<file path="src/rtl/rv32i_types.sv">
// Shared rv32i core types, extended with the memory-port arbiter state and
// the request record that is captured when a grant is made.
package rv32i_types;

    typedef logic [31:0] rv32i_word;
    typedef logic [3:0]  rv32i_mask;

    typedef enum logic [1:0] {
        IDLE    = 2'd0,
        GRANT_A = 2'd1,
        GRANT_B = 2'd2
    } arb_state_t;

    typedef struct packed {
        rv32i_word addr;
        rv32i_word wdata;
        rv32i_mask wmask;
        logic      write;
    } mem_req_t;

    localparam mem_req_t MEM_REQ_CLEAR = '0;

    // Port A is read-only, so its request record never carries write data.
    function automatic mem_req_t make_read_req(input rv32i_word addr);
        mem_req_t r;
        r       = MEM_REQ_CLEAR;
        r.addr  = addr;
        return r;
    endfunction

endpackage

</file>
<file path="src/rtl/arb_req_latch.sv">
// Holds the request record of the granted port for the whole transaction,
// so downstream fields stay stable while requesters change their inputs.
module arb_req_latch
    import rv32i_types::*;
(
    input  logic     clk,
    input  logic     reset_n,
    input  logic     load,
    input  mem_req_t d,
    output mem_req_t q
);

    // NOTE: sequential state is written with <= only, so every register
    // samples the pre-edge values regardless of statement order.
    always_ff @(posedge clk or negedge reset_n) begin
        if (!reset_n) begin
            q <= MEM_REQ_CLEAR;
        end else if (load) begin
            q <= d;
        end
    end

endmodule

</file>
<file path="src/rtl/mem_port_arbiter.sv">
// Shares one downstream memory port between instruction fetch (A, read-only)
// and data access (B, read/write), one transaction at a time.
module mem_port_arbiter
    import rv32i_types::*;
#(
    parameter bit FIXED_PRIORITY    = 1'b0,
    parameter bit INIT_LAST_GRANT_B = 1'b0
) (
    input  logic      clk,
    input  logic      reset_n,

    input  logic      read_a,
    input  rv32i_word address_a,
    output logic      resp_a,
    output rv32i_word rdata_a,

    input  logic      read_b,
    input  logic      write,
    input  rv32i_mask wmask,
    input  rv32i_word address_b,
    input  rv32i_word wdata,
    output logic      resp_b,
    output rv32i_word rdata_b,

    output logic      mem_read,
    output logic      mem_write,
    output rv32i_mask mem_wmask,
    output rv32i_word mem_address,
    output rv32i_word mem_wdata,
    input  logic      mem_resp,
    input  rv32i_word mem_rdata
);

    arb_state_t state;
    logic       last_grant;   // 1: port B was granted most recently
    logic       req_a;
    logic       req_b;
    logic       pick_b;
    logic       load;
    mem_req_t   next_req;
    mem_req_t   cur_req;

    // NOTE: every always_comb output gets a default first so no path can
    // leave it unassigned and infer a latch.
    always_comb begin
        req_a    = read_a;
        req_b    = read_b | write;
        pick_b   = 1'b0;
        next_req = make_read_req(address_a);

        if (req_a && req_b) begin
            pick_b = FIXED_PRIORITY ? 1'b1 : !last_grant;
        end else begin
            pick_b = req_b;
        end

        // read_b together with write is a protocol violation; write wins.
        if (pick_b) begin
            next_req.addr  = address_b;
            next_req.wdata = wdata;
            next_req.wmask = wmask;
            next_req.write = write;
        end

        load = (state == IDLE) && (req_a || req_b);
    end

    arb_req_latch u_req_latch (
        .clk     (clk),
        .reset_n (reset_n),
        .load    (load),
        .d       (next_req),
        .q       (cur_req)
    );

    // The unconditional return to IDLE after a response is what keeps a
    // request still held in the response cycle from being served twice.
    always_ff @(posedge clk or negedge reset_n) begin
        if (!reset_n) begin
            state      <= IDLE;
            last_grant <= INIT_LAST_GRANT_B;
        end else begin
            case (state)
                IDLE: begin
                    if (load) begin
                        state <= pick_b ? GRANT_B : GRANT_A;
                    end
                end
                GRANT_A: begin
                    if (mem_resp) begin
                        state      <= IDLE;
                        last_grant <= 1'b0;
                    end
                end
                GRANT_B: begin
                    if (mem_resp) begin
                        state      <= IDLE;
                        last_grant <= 1'b1;
                    end
                end
                default: state <= IDLE;
            endcase
        end
    end

    // Strobes decode only the registered state and latched op, so they fall
    // immediately when reset clears the state.
    always_comb begin
        mem_read    = (state == GRANT_A) || ((state == GRANT_B) && !cur_req.write);
        mem_write   = (state == GRANT_B) && cur_req.write;
        mem_wmask   = mem_write ? cur_req.wmask : 4'b0000;
        mem_address = cur_req.addr;
        mem_wdata   = cur_req.wdata;

        resp_a  = (state == GRANT_A) && mem_resp;
        resp_b  = (state == GRANT_B) && mem_resp;
        rdata_a = resp_a ? mem_rdata : '0;
        rdata_b = resp_b ? mem_rdata : '0;
    end

endmodule

</file>
<file path="config.mk">
export PLATFORM = sky130hd
export DESIGN_NAME = mem_port_arbiter
export DESIGN_NICKNAME = d
export VERILOG_FILES = /design/src/rtl/rv32i_types.sv /design/src/rtl/arb_req_latch.sv /design/src/rtl/mem_port_arbiter.sv
export SDC_FILE = /design/constraint.sdc
export NUM_CORES = 1
export LEC_CHECK = 0
export ABC_AREA = 0
export CORE_AREA = 2 2 109 111
export CTS_BUF_LIST = sky130_fd_sc_hd__clkbuf_2 sky130_fd_sc_hd__clkbuf_4 sky130_fd_sc_hd__clkbuf_8
export CTS_CLUSTER_SIZE = 24
export DETAILED_ROUTE_END_ITERATION = 8
export DIE_AREA = 0 0 111 113
export PLACE_DENSITY_LB_ADDON = 0.1
export SETUP_SLACK_MARGIN = 0.1
export SLEW_MARGIN = 20
export SYNTH_ARGS = -nofsm -noshare
export SYNTH_HDL_FRONTEND = slang
export SYNTH_SLANG_ARGS = --single-unit
</file>
<file path="constraint.sdc">
create_clock -name clk -period 2.4 [get_ports clk]
set_input_delay 0.72 -clock clk [delete_from_list [all_inputs] [get_ports clk]]
set_output_delay 0.72 -clock clk [all_outputs]
set_load 0.01 [all_outputs]
</file>
==> results by group <==
Yosys
  • Synth Area in XOR/XNOR: 0%
  • FF+latch count, synth: 72
  • Yosys top cell by area: dfrtp_1
  • Sequential element share of the synthesized area: 43.8%
  • Mux cell area share after synthesis: 7.79%
  • Adder-cell share of the synthesized area: 1.52%
  • Compound-Gate Fraction of Synth Area: 13.1%
  • Largest family of logic cells by synthesized area: buffers and inverters
  • Cell variety after synth: 27
  • Syn nets: 546
  • Top cells by area, synth: dfrtp_1, buf_4, and3_1, mux2i_1, a22o_1
  • Asr flop ratio synth: 100%
  • Post-synthesis cell count: 403
  • Synthesized area: 4110 µm²
  • YS warnings: 0
  • Main synth FF type: dfrtp_1
  • Post-Synth Simple-Gate Area: 15.5%
  • Syn avg cell area: 10.2 µm²
  • Area share of the largest cell type after synthesis: 43.8%
  • Post-synth EDFFs: 0

Placed design
  • Placed cell area: 6520 µm²
  • Placed Cells: 739
  • Buffers on Ports: 273
  • Post-DP HPWL: 9.44 mm
  • Routability cong.: 0.782

Setup path
  • Slowest cell on crit path: dfrtp_1
  • Crit path launch type: flop
  • R2R Path End: u_req_latch.q[5]$_DFFE_PN0P_
  • Worst setup endpoint: rdata_a[1]
  • CP Data Required Time: 1.68 ns
  • Crit path max-delay family: buffers and inverters
  • WP depth: 7
  • Critical Path Fanout Max: 6
  • Number of buffers and inverters on the critical path: 5
  • Kind of critical path: reg -> out
  • R2r worst-path depth: 8
  • Critical Path End Type: output pin
  • Critical Path Max Stage Delay: 0.41 ns
  • Arrival time worst endpoint: 1.64 ns
  • CP dominant cell by count: buf_6
  • Beginning of the critical path: state[1]$_DFFE_PN0P_
  • Worst reg2reg setup slack: 0.33 ns
  • RR Startpoint: state[1]$_DFFE_PN0P_
  • Crit path cell chain: buf_6 > inv_4 > ha_4 > buf_6 > buf_6 > and3_4 > buf_6

Route
  • Detailed Route Iter0 Violations: 132
  • DR vias: 3712
  • DR pass1 iterations: 4
  • DRC: 0
  • Post-detailed-routing wire length: 13.0 mm
  • Avg WL per Cell: 16.9 µm
  • Post-DR vias/cell: 4.82
  • Detail Route Antenna Nets: 0

Floorplanning
  • Die height: 113 µm
  • Die width: 111 µm
  • Row count: 39
  • I/O pin cnt: 274
  • CORE AREA: 11300 µm²
  • Initial Utilization: 36.5%
  • Die area: 12500 µm²

Timing
  • Unrepaired setup endpoints after global routing: true
  • Hold Vio Cnt, Final: 0
  • Worst-margin pin slew: 0.802 ns
  • Min Tclk post-route: 2.36 ns
  • Max-slew headroom: 46.4%
  • Total negative slack: 0 ns
  • Slew Limit Fails: 0
  • Period utilisation layout: 98.2%
  • Setup violators final: 0
  • Highest Clock Rate: 424 MHz
  • Worst Hold Slack: 0.296 ns
  • Clock Skew: 0.00953 ns

GRT
  • Initial antenna violation count: 0
  • Vias in the first global route: 3895
  • Largest net degree at the start of global routing: 55
  • GR Overflow Total: 0
  • Total Routing Usage GR: 20.3%
  • First-pass GRT wire length: 20.2 mm

Flow run
  • Max_cap viols: 0

Layout
  • Fin cells: 770
  • FILL cells: 957
  • Ant. Diodes: 0
  • Final Instance Area: 6900 µm²
  • Area Growth Syn to Fin: 67.8%
  • Final nets: 765
  • Share of layout cells above drive strength 1: 23.9%

Pwr
  • Pwr Total: 7.20 mW
  • Pwr Density: 1040 nW/µm²
  • LEAKAGE: 3.32 nW
  • Worst supply voltage drop on vdd: 0.000502 V

Clock tree
  • Hold_buf cts: 0
  • Clock Latency Late Sink: 0.35 ns
  • CTS sink cnt: 72
  • CTS root buffer: clkbuf_8
  • Clock transition at path regs: 0.08 ns
  • H-tree Lvls: 3
  • Number of CTS-inserted buffers: 9
  • CTS tree: yes
  • CTS Buffer Depth: 2

Hold path
  • Worst hold-check path type: in -> async

Status
  • Status: finished, final reports clean
## worst reg2reg max path, delay by kind of cell, from the launching register on
kind | cells | cell delay (ns)
buffers and inverters | 5 | 0.50
adders and majority gates | 1 | 0.23
AOI/OAI and AO/OA | 1 | 0.25
and+or+nand+nor | 1 | 0.62
DFF | 1 | 0.41
## cells in the final DEF (no fill, tap or decap), types with 3 or more instances in the layout
cell type	n
dfrtp_1	72
and3_4	17
a22o_1	35
buf_4	11
clkbuf_8	9
buf_12	8
clkdlybuf4s50_1	197
clkbuf_2	14
inv_1	3
and3_1	51
ha_4	3
buf_6	36
mux2i_1	32
o21ai_1	33
nand2_1	37
buf_2	31
## registers in the layout (all words and copies together) (netlist names)
register / flops
last_grant: 1
u_req_latch.q: 69
state: 2
## how the worst min path moves through the flow
stage | endpoint | slack [ns] | depth (start not counted)
2_1_floorplan | last_grant$_DFFE_PN0P_ | 0.42 | 0
3_3_place_gp | u_req_latch.q[29]$_DFFE_PN0P_ | 0.46 | 2
3_5_place_dp | u_req_latch.q[38]$_DFFE_PN0P_ | 0.47 | 2
4_1_cts | u_req_latch.q[8]$_DFFE_PN0P_ | 0.28 | 1
5_1_grt | u_req_latch.q[8]$_DFFE_PN0P_ | 0.30 | 1
6_report | u_req_latch.q[8]$_DFFE_PN0P_ | 0.30 | 1
## power breakdown
part,switching [mW],internal (mW),leakage (nW)
Clock,0.475,0.492,0.102
Combinational,1.79,2.30,2.32
Sequential,0.332,1.82,0.902
Total,2.59,4.61,3.32
## cell type report
| cell class | count | area (µm²) | area share (%) |
|---|---|---|---|
| Timing Repair Buffer | 304 | 2980 | 43.1 |
| Clock inverter | 7 | 80.1 | 1.16 |
| Tap cell | 143 | 179 | 2.59 |
| Sequential cell | 72 | 1800 | 26.1 |
| Multi-Input combinational cell | 229 | 1710 | 24.8 |
| Clock buffer | 9 | 124 | 1.79 |
| Inverter | 6 | 25.0 | 0.363 |
## repair_timing
item                                    CTS  global route
gates resized for setup                 271            91
setup buffers                             9             2
endpoints found under the setup margin   72            71
pin swaps                                 0             3
gates cloned                              6             1
## synthesized netlist by cell type (2+ instances only)
master    number
o21ai_0        3
inv_1          6
dfrtp_1       72
nor2b_1        2
buf_4         69
nand2_1       37
buf_6          8
and2_1         3
and3_1        68
buf_12         3
mux2i_1       32
o21ai_1       32
a22o_1        35
nand3_1        2
clkbuf_1      15
ha_1           5
## per-stage QoR
stage	setup WS, ns	utilization, %
6_report	0.0424	61.2
5_1_grt	-0.0287	61.2
4_1_cts	-0.00993	61.3
3_5_place_dp	-0.563	57.8
3_3_place_gp	-0.531	57.8
2_1_floorplan	0.364	-
## layer usage
| metal | global-route usage [%] | vias to the layer above | wire [µm] |
|---|---|---|---|
| met5 | 0 | - | 0 |
| met4 | 6.92 | 0 | 277 |
| li1 | - | 1788 | - |
| met3 | 7.45 | 21 | 1160 |
| met2 | 36.2 | 170 | 6550 |
| met1 | 22.6 | 1733 | 5020 |
## logic make-up (layout without fill, tap and decap cells)
family	count (synthesis)	after routing
muxes	32	32
adders and majority gates	5	5
and+or+nand+nor	116	116
DFF	72	72
buffers and inverters	102	326
AOI/OAI and AO/OA	76	76
Note: power is estimated with default switching activity, not from simulation.
